<file path="src/rtl/simd_pkg.sv">
// simd_pkg: shared opcode, state and width definitions for the SIMD lane sequencer.
package simd_pkg;
    localparam int DATA_W_DEF = 16;
    typedef enum logic [1:0] {OP_ADD, OP_MAX, OP_XOR, OP_RSVD} op_t;
    typedef enum logic [1:0] {S_IDLE, S_ISSUE, S_DRAIN, S_DONE} state_t;
endpackage

</file>
<file path="src/rtl/simd_lane_alu.sv">
// simd_lane_alu: combinational lane ALU shared by all lanes (add, unsigned max, xor).
module simd_lane_alu
    import simd_pkg::*;
#(
    parameter int W = DATA_W_DEF
) (
    input  op_t          opcode,
    input  logic [W-1:0] hi,
    input  logic [W-1:0] lo,
    output logic [W-1:0] result,
    output logic         carry
);
    logic [W:0] sum;
    assign sum    = {1'b0, hi} + {1'b0, lo};
    assign carry  = (opcode == OP_ADD) && sum[W];
    assign result = (opcode == OP_ADD) ? sum[W-1:0] :
                    (opcode == OP_MAX) ? ((hi >= lo) ? hi : lo) :
                    (opcode == OP_XOR) ? (hi ^ lo) : '0;
endmodule

</file>
<file path="src/rtl/simd_lane_sequencer.sv">
// simd_lane_sequencer: walks memory lines 1..LANES through one time-shared ALU,
// writing each line's result into its lane register one cycle after the read.
module simd_lane_sequencer
    import simd_pkg::*;
#(
    parameter int LANES  = 10,
    parameter int ADDR_W = 4,
    parameter int DATA_W = DATA_W_DEF
) (
    input  logic                    clk,
    input  logic                    rst_n,
    input  logic                    start,
    input  logic [1:0]              opcode,
    output logic                    mem_rd_en,
    output logic [ADDR_W-1:0]       mem_addr,
    input  logic [2*DATA_W-1:0]     mem_rdata,
    output logic                    busy,
    output logic                    done,
    output logic                    err,
    output logic                    ovf,
    output logic [LANES*DATA_W-1:0] res_flat
);
    if (LANES > (1 << ADDR_W) - 1) begin : g_lanes_check
        $error("LANES does not fit the lane address range");
    end

    state_t              state, state_d;
    op_t                 op_q;
    logic                accept, last;
    logic                wr_valid;
    logic [ADDR_W-1:0]   wr_idx;
    logic [DATA_W-1:0]   alu_res;
    logic                alu_carry;

    simd_lane_alu #(.W(DATA_W)) u_alu (
        .opcode (op_q),
        .hi     (mem_rdata[2*DATA_W-1:DATA_W]),
        .lo     (mem_rdata[DATA_W-1:0]),
        .result (alu_res),
        .carry  (alu_carry)
    );

    assign last = (mem_addr == ADDR_W'(LANES));
    assign busy = (state != S_IDLE);
    assign done = (state == S_DONE);

    always_comb begin
        state_d = state;
        accept  = 1'b0;
        unique case (state)
            S_IDLE: begin
                accept  = start;
                state_d = start ? S_ISSUE : S_IDLE;
            end
            S_ISSUE: state_d = last ? S_DRAIN : S_ISSUE;
            S_DRAIN: state_d = S_DONE;
            default: state_d = S_IDLE;
        endcase
    end

    always_ff @(posedge clk) begin
        if (!rst_n) begin
            state     <= S_IDLE;
            op_q      <= OP_ADD;
            mem_rd_en <= 1'b0;
            mem_addr  <= '0;
            wr_valid  <= 1'b0;
            wr_idx    <= '0;
            res_flat  <= '0;
            err       <= 1'b0;
            ovf       <= 1'b0;
        end else begin
            state    <= state_d;
            wr_valid <= mem_rd_en;
            wr_idx   <= mem_addr - 1'b1;
            if (accept) begin
                op_q      <= op_t'(opcode);
                err       <= 1'b0;
                ovf       <= 1'b0;
                mem_rd_en <= 1'b1;
                mem_addr  <= ADDR_W'(1);
            end else if (state == S_ISSUE) begin
                mem_rd_en <= !last;
                mem_addr  <= last ? mem_addr : mem_addr + 1'b1;
            end
            // read data for the address issued last cycle is on mem_rdata now
            if (wr_valid) begin
                res_flat[wr_idx*DATA_W +: DATA_W] <= alu_res;
                if (alu_carry) ovf <= 1'b1;
            end
            if (state == S_DRAIN) err <= (op_q == OP_RSVD);
        end
    end
endmodule

</file>
<file path="config.mk">
export PLATFORM = sky130hd
export DESIGN_NAME = simd_lane_sequencer
export DESIGN_NICKNAME = d
export VERILOG_FILES = /design/src/rtl/simd_pkg.sv /design/src/rtl/simd_lane_alu.sv /design/src/rtl/simd_lane_sequencer.sv
export SDC_FILE = /design/constraint.sdc
export NUM_CORES = 1
export LEC_CHECK = 0
export BUFFER_PORTS_ARGS = -buffer_cell sky130_fd_sc_hd__clkbuf_2
export CAP_MARGIN = 20
export CELL_PAD_IN_SITES_DETAIL_PLACEMENT = 0
export CELL_PAD_IN_SITES_GLOBAL_PLACEMENT = 2
export CORE_ASPECT_RATIO = 0.75
export CORE_UTILIZATION = 31
export DETAILED_ROUTE_END_ITERATION = 8
export PLACE_DENSITY = 0.83
export SYNTH_ARGS = -nofsm -noshare
export SYNTH_HDL_FRONTEND = slang
export SYNTH_SLANG_ARGS = --single-unit
</file>
<file path="constraint.sdc">
create_clock -name clk -period 3.5 [get_ports clk]
set_clock_uncertainty 0.2 [all_clocks]
set_input_delay 0 -clock clk [delete_from_list [all_inputs] [get_ports clk]]
set_output_delay 0 -clock clk [all_outputs]
set_load 0.02 [all_outputs]
</file>
# Word-level counts from Yosys, hierarchy flattened
# Cells that the tools add are included.
# classes
n_addsub	4
n_bitwise	3
n_mul	0
reduce_logical	10
n_eq_ne	8
muxes	19
div	0
n_lt_le_gt_ge	1
shifts	2
# op_table
op	count
160-bit bitwise mux	1
16-bit by 34-bit variable shift with 160-bit output, first input constant	1
16-bit by 34-bit indexed part select with 160-bit output	1
16-bit two-way mux	4
8-bit negation with 34-bit output	1
16-bit by 16-bit adder with 17-bit output	1
16-bit >= comparator	1
16-bit XOR	1
1-bit two-way mux	12
2-bit equality test, second input constant	4
2-bit case mux with 3 select lines	1
2-bit nonzero test	3
4-bit by 1-bit adder with 4-bit output, second input constant	1
2-bit by 1-bit equality test with 1-bit output, second input constant	2
4-bit equality test, second input constant	1
2-bit logical NOT	2
2-bit AND reduction	2
4-bit by 1-bit subtractor with 4-bit output, second input constant	1
2-bit two-way mux	1
2-bit inequality test, second input constant	1
1-bit NOT	2
2-bit OR reduction	1
1-bit logical AND	1
1-bit logical NOT	1
# totals
in_bits	37
latch_bits	0
reg_bits	176
ram_bits	0
out_inout_bits	169
mem_count	0
wordCells	57
rom_bits	0

# Logic depth before layout (Yosys ltp)
# Gate-level depths: netlist of the first run.
# logic_depth
depth_word	6
depth_mapped	12
mapped_depth_nobuf	10

# Hierarchy
# A second synthesis of the first run with hierarchy kept.
# hier_totals
cells_unflattened	953
hier_area_um2	8411.8
# modules_own_cells
mod	seq_area_each_um2	cells_each	n_inst	area_each_um2
simd_lane_sequencer	3523.4	701	1	6626.4
simd_lane_alu	0.0	252	1	1785.5

# Worst setup path after synthesis of the first run
# OpenSTA, ideal clock, no wires.
# synth_timing
path_kind	input -> register
start	in mem_rdata[13]
end	reg res_flat[68]
setup_time_ps	133
t_required_ps	3167
arrival_time_ps	2298
path_slack_ps	869
path_stages	11
n_path_buf	2
path_cell_list	inv_1 ha_1 buf_2 nand4_1 or4_1 nor4_2 nor3_2 buf_6 mux2_4 a22oi_4 a21oi_1
# synth_between
elab_chain_len	6
elab_cells_between_ends	9
cone_classes	1 x add/sub; 1 x order compare; 1 x shift; 5 x mux; 1 x bitwise
# synth_rtl
item	line_no	source
start: declaration	simd_lane_sequencer.sv:16	input logic [2*DATA_W-1:0] mem_rdata,
16-bit >= comparator / 16-bit XOR (equally long branches)	simd_lane_alu.sv:17, simd_lane_alu.sv:18	
16-bit two-way mux, on equally long branches	simd_lane_alu.sv:17, simd_lane_alu.sv:18	
16-bit two-way mux	simd_lane_alu.sv:17	(opcode == OP_MAX) ? ((hi >= lo) ? hi : lo) :
16-bit two-way mux *	simd_lane_alu.sv:16	assign result = (opcode == OP_ADD) ? sum[W-1:0] :
16-bit by 34-bit indexed part select with 160-bit output *	simd_lane_sequencer.sv:88	res_flat[wr_idx*DATA_W +: DATA_W] <= alu_res;
160-bit bitwise mux *	simd_lane_sequencer.sv:88	
end signal: indexed assignment	simd_lane_sequencer.sv:88	
end: declaration	simd_lane_sequencer.sv:21	output logic [LANES*DATA_W-1:0] res_flat
# Mark *: on every way between the ends. The rest lies on a longest branch, timed or not.
# A chain may end at the register's enable or synchronous reset.

# Final worst setup path of the first run
# Same ends and word-level chain as after synthesis.

==> flow_summary.json, run 1 <==
{
  "clock-sinks": 176,
  "synth_area_um2": 7730,
  "yosys-top-cells-count": "dfxtp_1, o21ai_0, a21oi_1",
  "grt_pass1_wl_um": 39700,
  "avgRoutedWirePerCell_um": 17.7,
  "n_fill_cell": 2495,
  "grt_start_max_net_pins": 91,
  "boundaryPins": 206,
  "r2r_cells": 8,
  "postCtsSetupBuffers": 0,
  "synth.avg_cell_area_um2": 8.73,
  "yosysMostFrequentCell": "dfxtp_1",
  "cts_tree": "yes",
  "antenna_found_initial": 0,
  "synthCells": 886,
  "tightest_slew_ps": 908,
  "cp-start-kind": "input pin",
  "gr-total-overflow": 0,
  "drc": 0,
  "cts_buffers": 17,
  "yosysSeqAreaShare_pct": 45.6,
  "synth-seq-cells": 176,
  "drive_gt1_share_pct": 27.5,
  "antennaDiodeCount": 0,
  "area.growth.synth_to_final_pct": 29.5,
  "fin_crit_sh_pct": 93.4,
  "hold_violations": 0,
  "multi_input_area_um2": 3870,
  "rr_endpoint": "res_flat[17]$_SDFFE_PN0P_",
  "max-clock-path-buffers": 2,
  "routed_wl_um": 25600,
  "critPathKind": "in2reg",
  "hold_start": "mem_rdata[4]",
  "fin_tns_setup_ps": 0,
  "synth_largest_area_cell": "dfxtp_1",
  "cp.arrival_ps": 3370,
  "port_buffers": 205,
  "r2r_slack_ps": 700,
  "die_x_um": 184,
  "drv_slew": 0,
  "fin_crit_ps": 3270,
  "ys_warn_count": 0,
  "ff_latch_area_um2": 3520,
  "vias": 7209,
  "grt_pass1_vias": 6760,
  "ir_drop_mv": 0.349,
  "start_util_pct": 31.9,
  "dieArea_um2": 25600,
  "r2r_start": "wr_idx[0]$_SDFF_PN0_",
  "setup_violations": 0,
  "gp_congestion": 0.862,
  "via_per_inst": 4.98,
  "worstHoldEndpoint": "res_flat[52]$_SDFFE_PN0P_",
  "clkLatencyLatePin_ps": 420,
  "grt_use_total_pct": 20.2,
  "cp.required_ps": 3600,
  "synth.top_cells.by_area": "dfxtp_1, o21ai_0, a21oi_1",
  "cts-htree-levels": 4,
  "holdPathStages": 4,
  "path_clk_slew_ps": 70,
  "dr.pass1.iters": 4,
  "drt_iter0_drc": 533,
  "endpoint_kind": "flip-flop",
  "dpl.hpwl_um": 18400,
  "leakage_uw": 0.00443,
  "worstPathMaxFanout": 10,
  "hold_path.class": "in2reg",
  "maxCapViolCount": 0,
  "ant_nets": 0,
  "power_density_nw_per_um2": 488,
  "status": "completed",
  "max-slew-margin-rel_pct": 39.4,
  "utilization_pct": 41.4,
  "synth_edf_count": 0,
  "synth_cell_types": 65,
  "fin_nets": 1178,
  "rsz0062_at_grt": "no",
  "synthesis.nets": 961,
  "dieHeight_um": 139,
  "netlist.area_leader.share_pct": 45.6,
  "ys.flop_type": "dfxtp_1",
  "synth-async-reset-ratio_pct": 0,
  "rows": 49,
  "core_area_um2": 24200,
  "fmax_mhz": 306,
  "cts-root-buf": "clkbuf_16"
}
==> through the flow <==
| stage | setup WS (ps) | hold WS [ps] | std cells | total power, µW | instance area [µm²] |
|---|---|---|---|---|---|
| floorplan | 869 | -52.4 | 886 | 2620 | 7730 |
| global placement | 399 | 45.3 | 1397 | 2960 | 9220 |
| detailed placement | 308 | 49.0 | 1397 | 2960 | 9220 |
| CTS | 247 | 2.77 | 1447 | 4940 | 10000 |
| global route | 7.58 | 9.51 | 1447 | 5090 | 10000 |
| finish | 230 | 12.0 | 1447 | 4890 | 10000 |
==> worst max-delay path, stage by stage <==
cell           delay (ps)
dlygate4sd3_1         530
clkbuf_2              140
inv_1                  50
ha_1                  410
nand4_1               170
or4_1                 560
nor4_2                260
nor3_2                100
buf_4                 200
mux2_4                320
a22oi_4               480
a21oi_1               150
==> registers in the layout, summed over array words and instances (netlist names) <==
signal / cells
op_q: 2
err: 1
mem_rd_en: 1
res_flat: 160
wr_idx: 4
state: 2
mem_addr: 4
ovf: 1
wr_valid: 1
==> worst max-delay path by stage <==
stage	startpoint	to	slack [ps]	depth (start not counted)
2_1_floorplan	mem_rdata[13]	res_flat[68]$_SDFFE_PN0P_	870	11
3_3_place_gp	mem_rdata[8]	res_flat[59]$_SDFFE_PN0P_	400	11
3_5_place_dp	mem_rdata[8]	res_flat[100]$_SDFFE_PN0P_	310	11
4_1_cts	mem_rdata[13]	res_flat[68]$_SDFFE_PN0P_	250	12
5_1_grt	mem_rdata[13]	res_flat[36]$_SDFFE_PN0P_	8	12
6_report	mem_rdata[13]	res_flat[68]$_SDFFE_PN0P_	230	12
==> area by class of cell <==
class / count / share of cell area [%]
sequential: 176 / 35.2
multi-input combinational: 614 / 38.6
inverter: 38 / 1.42
clock inverter: 11 / 1.42
tap: 331 / 4.13
clock buffer: 21 / 4.70
timing repair buffer: 256 / 14.5
==> placed cells by master (no fill, tap or decap), types with 6 or more instances in the layout <==
master / n
nand2_1: 26
dfxtp_1: 176
a21oi_1: 122
mux2i_1: 6
a211oi_1: 10
o21ai_0: 153
nor2b_1: 11
ha_1: 37
inv_1: 37
nand4_1: 8
clkbuf_16: 17
nor3_2: 6
nor2_1: 57
dlygate4sd3_1: 18
nand3_1: 50
o31ai_1: 10
or3_1: 6
buf_4: 34
xnor2_1: 13
mux2_2: 10
nor3_1: 12
clkbuf_2: 204
==> report_power, final <==
group,switching [µW],internal (µW),total [µW]
Sequential,29.7,2040,2070
Clock,828,1130,1960
Combinational,560,300,860
==> layer usage <==
metal	part of all wire, %	wire [µm]	GRT usage (%)	vias up
li1	-	-	-	3617
met1	51	13000	29.8	3365
met2	41	10400	28.4	205
met3	7.4	1890	6.12	22
met4	1.1	287	4.39	0
met5	0	0	0	-
==> kinds of logic (layout without fill, tap and decap cells) <==
logic type	after synthesis	after routing	synth area share [%]
buffers and inverters	96	326	4.85
flip-flops	176	176	45.6
AO/OA/AOI/OAI	345	345	26.5
AND/OR/NAND/NOR	199	199	12.7
adder cells (fa/ha/maj)	38	38	6.24
multiplexers	18	18	2.62
XOR/XNOR	14	14	1.59
==> timing repair <==
item / 4_1_cts / 5_1_grt
resized for setup: 0 / 0
hold buffers: 18 / 0
hold endpoints to repair: 41 / 0
setup endpoints to repair: 0 / 2
Power figures use the tool's default switching activity.
==> run 2, diff against run 1 <==
Settings changed: CORE_MARGIN from default to 1.5, SLEW_MARGIN from default to 20.
==> run 2 against run 1 <==
Utilization rose by 0.68 points. Highest routed layer unchanged. Largest cell class unchanged. Setup slack got worse by 47 ps. Clock power barely moved. Combinational power rose by 2%. Register-to-register slack got worse by 70 ps.
==> flow_summary.json, run 2 (synthesis results as in run 1) <==
{
  "clkLatencyLatePin_ps": 440,
  "critPathKind": "in2reg",
  "fin_crit_sh_pct": 94.8,
  "postCtsSetupBuffers": 0,
  "gp_congestion": 0.889,
  "place_inst": 1416,
  "gr-total-overflow": 0,
  "fin_ws_ps": 183,
  "drv_slew": 0,
  "fmax_mhz": 302,
  "fin_nets": 1198,
  "crit_family": "compound AO/OA/AOI/OAI gates",
  "boundaryPins": 206,
  "layout_common_cells": "clkbuf_2, dfxtp_1, o21ai_0",
  "fin_crit_ps": 3320,
  "leakage_uw": 0.00452,
  "cts-root-buf": "clkbuf_16",
  "top_usage_layer": "met1",
  "grt_start_max_net_pins": 92,
  "cts-htree-levels": 4,
  "largestRegisters": "res_flat x160, mem_addr x4, wr_idx x4",
  "fin_tns_setup_ps": 0,
  "antenna_found_initial": 0,
  "antennaDiodeCount": 0,
  "ant_nets": 0,
  "dpl.hpwl_um": 18500,
  "grt_use_met2_pct": 27.8,
  "setup_violations": 0,
  "max-slew-margin-rel_pct": 39.2,
  "tightest_slew_ps": 911,
  "cp.required_ps": 3590,
  "endpoint_kind": "flip-flop",
  "ir_drop_mv": 0.350,
  "regMostFlops": "res_flat",
  "cp-start-kind": "input pin",
  "clock-sinks": 176,
  "worstPathMaxFanout": 6,
  "grtUsageMet1_pct": 28.6,
  "avgRoutedWirePerCell_um": 17.5,
  "hold_ws_ps": 24.4,
  "max-clock-path-buffers": 2,
  "rr_endpoint": "res_flat[7]$_SDFFE_PN0P_",
  "drive_gt1_share_pct": 28.7,
  "r2r_start": "wr_idx[0]$_SDFF_PN0_",
  "hold_violations": 0,
  "rows": 49,
  "port_buffers": 205,
  "use_met3_pct": 6.78,
  "layout.cells.non_filler": 1467,
  "maxCapViolCount": 0,
  "r2r_cells": 7,
  "slowest_stage": "dlygate4sd3_1",
  "routed_wl_um": 25700,
  "grt_pass1_wl_um": 39000,
  "hold_start": "mem_rdata[4]",
  "area.growth.synth_to_final_pct": 31.6,
  "worstHoldEndpoint": "res_flat[132]$_SDFFE_PN0P_",
  "power_density_nw_per_um2": 482,
  "layout_commonest_cell": "clkbuf_2",
  "cts_tree": "yes",
  "drc": 0,
  "status": "completed",
  "core_area_um2": 24200,
  "dieArea_um2": 25900,
  "largest_register_ffs": 160,
  "start_util_pct": 31.9,
  "via_per_inst": 4.95,
  "vias": 7263,
  "grt_use_total_pct": 19.8,
  "n_fill_cell": 2462,
  "r2r_slack_ps": 630,
  "drt_iter0_drc": 492,
  "totalPowerFinal_uw": 4910,
  "holdPathStages": 4,
  "crit_buf_inv": 3,
  "cp_cell_sequence": "dlygate4sd3_1 > clkbuf_2 > ha_1 > nor3b_1 > nor3_1 > o211ai_1 > o31ai_1 > o21ai_0 > a2111oi_0 > dlygate4sd3_1 > nor3_1",
  "cts_buffers": 17,
  "die_x_um": 185,
  "cp.arrival_ps": 3400,
  "path_clk_slew_ps": 70,
  "cpPeakStageDelay_ps": 610,
  "grt_pass1_vias": 6635,
  "dieHeight_um": 140,
  "dr.pass1.iters": 7,
  "hold_path.class": "in2reg",
  "rsz0062_at_grt": "no",
  "dp_slack_ps": -81.0
}
## run 2: worst max-delay path by stage
stage / startpoint / to / slack (ps) / depth (start not counted)
after CTS: mem_rdata[12] / res_flat[108]$_SDFFE_PN0P_ / 20 / 12
final: mem_rdata[7] / ovf$_SDFF_PN0_ / 180 / 11
after detailed placement: mem_rdata[16] / res_flat[12]$_SDFFE_PN0P_ / -80 / 12
after global routing: mem_rdata[12] / res_flat[140]$_SDFFE_PN0P_ / 40 / 12
after global placement: mem_rdata[16] / res_flat[108]$_SDFFE_PN0P_ / -90 / 12
after floorplan: mem_rdata[13] / res_flat[68]$_SDFFE_PN0P_ / 870 / 11
## run 2: tightest hold or removal path, delay by kind of cell
kind                   cells  cell delay [ps]
buffers and inverters      1              110
multiplexers               1              160
AO/OA/AOI/OAI              2              340
## run 2: where the power goes
group | internal (µW) | switching, µW
logic | 313 | 566
registers | 2040 | 28.6
clock network | 1040 | 928
## run 2: per-stage QoR
step | utilization [%] | area (µm²)
5_1_grt | 42.0 | 10200
2_1_floorplan | - | 7730
6_report | 42.0 | 10200
4_1_cts | 42.0 | 10200
3_3_place_gp | 38.7 | 9370
3_5_place_dp | 38.7 | 9370
## run 2: repair_timing
action                                  4_1_cts  5_1_grt
gates resized for setup                       0        1
endpoints found under the setup margin        0       48
hold buffers                                 19        0
hold endpoints to repair                     31        0
## run 2: cell type report
type | instances | area, µm² | area share, %
Multi-Input combinational cell | 614 | 3870 | 38.0
Sequential cell | 176 | 3520 | 34.6
Timing Repair Buffer | 276 | 1610 | 15.8
Clock buffer | 18 | 429 | 4.22
Tap cell | 331 | 414 | 4.07
Clock inverter | 14 | 189 | 1.86
Inverter | 38 | 143 | 1.40
## run 2: layer usage
| layer | wire length (µm) | part of all wire [%] |
|---|---|---|
| met5 | 0 | 0 |
| met4 | 228 | 0.89 |
| met3 | 2270 | 8.8 |
| met2 | 10700 | 41 |
| met1 | 12600 | 49 |
==> run 3, diff against run 2 <==
Settings changed: CORE_UTILIZATION 31 to 32, PLACE_DENSITY 0.83 to 0.84, SETUP_SLACK_MARGIN from default to 0.5, SYNTH_HIERARCHICAL from default to 1.
==> run 3 against run 2 <==
First-iteration DRC count increased by 2.6%. Final cell count increased by 4.2%. Synthesized area increased by 8.8%. Critical path type unchanged. Largest cell class unchanged.
==> flow_summary.json, run 3 <==
{
  "status": "completed",
  "utilization_pct": 41.3,
  "leakage_uw": 0.00466,
  "cp-start-kind": "input pin",
  "avgRoutedWirePerCell_um": 18.6,
  "fin_crit_ps": 2880,
  "dieHeight_um": 143,
  "die_x_um": 190,
  "synthesis.nets": 1028,
  "routed_wl_um": 28400,
  "hold_path.class": "in2reg",
  "worstHoldEndpoint": "res_flat[128]$_SDFFE_PN0P_",
  "start_util_pct": 32.5,
  "tightest_slew_ps": 762,
  "synth.avg_cell_area_um2": 8.83,
  "maxCapViolCount": 0,
  "grt_start_max_net_pins": 111,
  "startpoint": "mem_rdata[10]",
  "vias": 7537,
  "netlist.area_leader.share_pct": 41.9,
  "layout.cells.non_filler": 1529,
  "n_fill_cell": 2675,
  "core_area_um2": 25900,
  "regMostFlops": "res_flat",
  "via_per_inst": 4.93,
  "grt_use_met2_pct": 31.0,
  "top_usage_layer": "met2",
  "ir_drop_mv": 0.388,
  "layout_common_cells": "clkbuf_2, dfxtp_1, nand2_1",
  "synth_cell_types": 71,
  "fin_tns_setup_ps": 0,
  "largest_register_ffs": 160,
  "ys.flop_type": "dfxtp_1",
  "synth_largest_area_cell": "dfxtp_1",
  "synth_edf_count": 0,
  "fin_nets": 1246,
  "setup_violations": 0,
  "clkLatencyLatePin_ps": 430,
  "ff_latch_area_um2": 3520,
  "ant_nets": 0,
  "grt_pass1_wl_um": 43000,
  "clock-sinks": 176,
  "path_clk_slew_ps": 90,
  "largestRegisters": "res_flat x160, mem_addr x4, wr_idx x4",
  "endpoint_kind": "flip-flop",
  "gr-total-overflow": 0,
  "stdcell_area_um2": 10700,
  "rr_endpoint": "res_flat[111]$_SDFFE_PN0P_",
  "cts_tree": "yes",
  "rows": 51,
  "ys_warn_count": 6,
  "r2r_start": "wr_idx[1]$_SDFF_PN0_",
  "synth_area_um2": 8410,
  "cts-root-buf": "clkbuf_16",
  "rsz0062_at_grt": "no",
  "cp.required_ps": 3680,
  "port_buffers": 205,
  "use_met3_pct": 5.52,
  "boundaryPins": 206,
  "postPlaceCellArea_um2": 9910,
  "holdPathStages": 6,
  "antenna_found_initial": 0,
  "layout_commonest_cell": "clkbuf_2",
  "grt_use_total_pct": 20.8,
  "dieArea_um2": 27300,
  "fmax_mhz": 348,
  "cts-htree-levels": 4,
  "drc": 0,
  "drv_slew": 0,
  "hold_start": "mem_rdata[0]",
  "critPathKind": "in2reg",
  "r2r_cells": 9,
  "fin_crit_sh_pct": 82.2,
  "power_density_nw_per_um2": 467,
  "r2r_slack_ps": 740,
  "worstPathMaxFanout": 7,
  "cp.arrival_ps": 3060,
  "place_inst": 1484,
  "drt_iter0_drc": 505,
  "yosys-top-cells-count": "dfxtp_1, nand2_1, mux2i_1",
  "postCtsSetupBuffers": 0,
  "synth-seq-cells": 176,
  "area.growth.synth_to_final_pct": 27.3,
  "synthCells": 953,
  "yosysMostFrequentCell": "dfxtp_1",
  "grt_pass1_vias": 7100,
  "multi_input_area_um2": 4480,
  "hold_violations": 0,
  "max-clock-path-buffers": 2,
  "cts_buffers": 17,
  "dpl.hpwl_um": 20700,
  "drive_gt1_share_pct": 26.3,
  "gp_congestion": 0.886,
  "grtUsageMet1_pct": 30.1,
  "dr.pass1.iters": 5,
  "synth-async-reset-ratio_pct": 0,
  "synth.top_cells.by_area": "dfxtp_1, mux2i_1, nand2_1",
  "yosysSeqAreaShare_pct": 41.9,
  "max-slew-margin-rel_pct": 49.2
}
## run 3: stage by stage
| step | hold WS (ps) | power, µW | setup slack (ps) |
|---|---|---|---|
| floorplan | -52.5 | 2610 | 684 |
| global placement | 93.0 | 2980 | 340 |
| detailed placement | 84.6 | 2980 | 337 |
| CTS | 25.6 | 5030 | 520 |
| global route | 52.9 | 5210 | 502 |
| finish | 31.8 | 5000 | 624 |
## run 3: metal layers
layer | part of all wire, % | routed length (µm) | up-vias
li1 | - | - | 3765
met5 | 0 | 0 | -
met1 | 50 | 14100 | 3559
met4 | 0.67 | 191 | 0
met3 | 6.5 | 1850 | 11
met2 | 43 | 12200 | 202
## run 3: critical path: stages
cell	delay (ps)
clkbuf_2	100
inv_1	50
ha_1	380
a21o_1	190
a221o_1	340
a21oi_1	220
o21ai_2	150
buf_4	210
mux2i_1	120
dlygate4sd3_1	570
o22ai_2	200
buf_4	200
nand2_2	120
o21ai_0	200
## run 3: area by class of cell
type                    instances  area share [%]
well taps                     344            4.02
repair buffers                258            13.7
flip-flops and latches        176            32.9
clock buffers                  17            3.97
multi-input cells             676            41.9
clock inverters                15            2.03
inverters                      42            1.47
diodes                          1          0.0234
## run 3: worst max path at each step
stage / to / slack (ps) / depth (start not counted)
final: res_flat[84]$_SDFFE_PN0P_ / 620 / 14
after detailed placement: res_flat[87]$_SDFFE_PN0P_ / 340 / 13
after floorplan: res_flat[6]$_SDFFE_PN0P_ / 680 / 11
after global placement: res_flat[119]$_SDFFE_PN0P_ / 340 / 13
after CTS: res_flat[117]$_SDFFE_PN0P_ / 520 / 14
after global routing: res_flat[53]$_SDFFE_PN0P_ / 500 / 14
## run 3: what timing repair did
action | CTS | global route
hold buffers | 12 | 0
endpoints found under the hold margin | 60 | 0
endpoints found under the setup margin | 0 | 13
gates resized for setup | 0 | 9
## run 3: report_power, final
group / internal (µW) / total (µW) / leakage [µW] / switching [µW]
logic: 323 / 918 / 0.00293 / 595
clock network: 1010 / 2030 / 0.000310 / 1030
registers: 2020 / 2050 / 0.00142 / 23.2
total: 3350 / 5000 / 0.00466 / 1650
## run 3: cell families (layout without fill, tap and decap cells)
family,count (synthesis),in the layout,share of synthesized area (%)
simple gates,347,347,19.7
flops,176,176,41.9
compound gates,166,166,12.5
mux,113,113,13.5
buf+inv,101,332,5.38
fa+ha+maj,38,38,5.74
xor+xnor,12,12,1.34
other cells,0,1,0
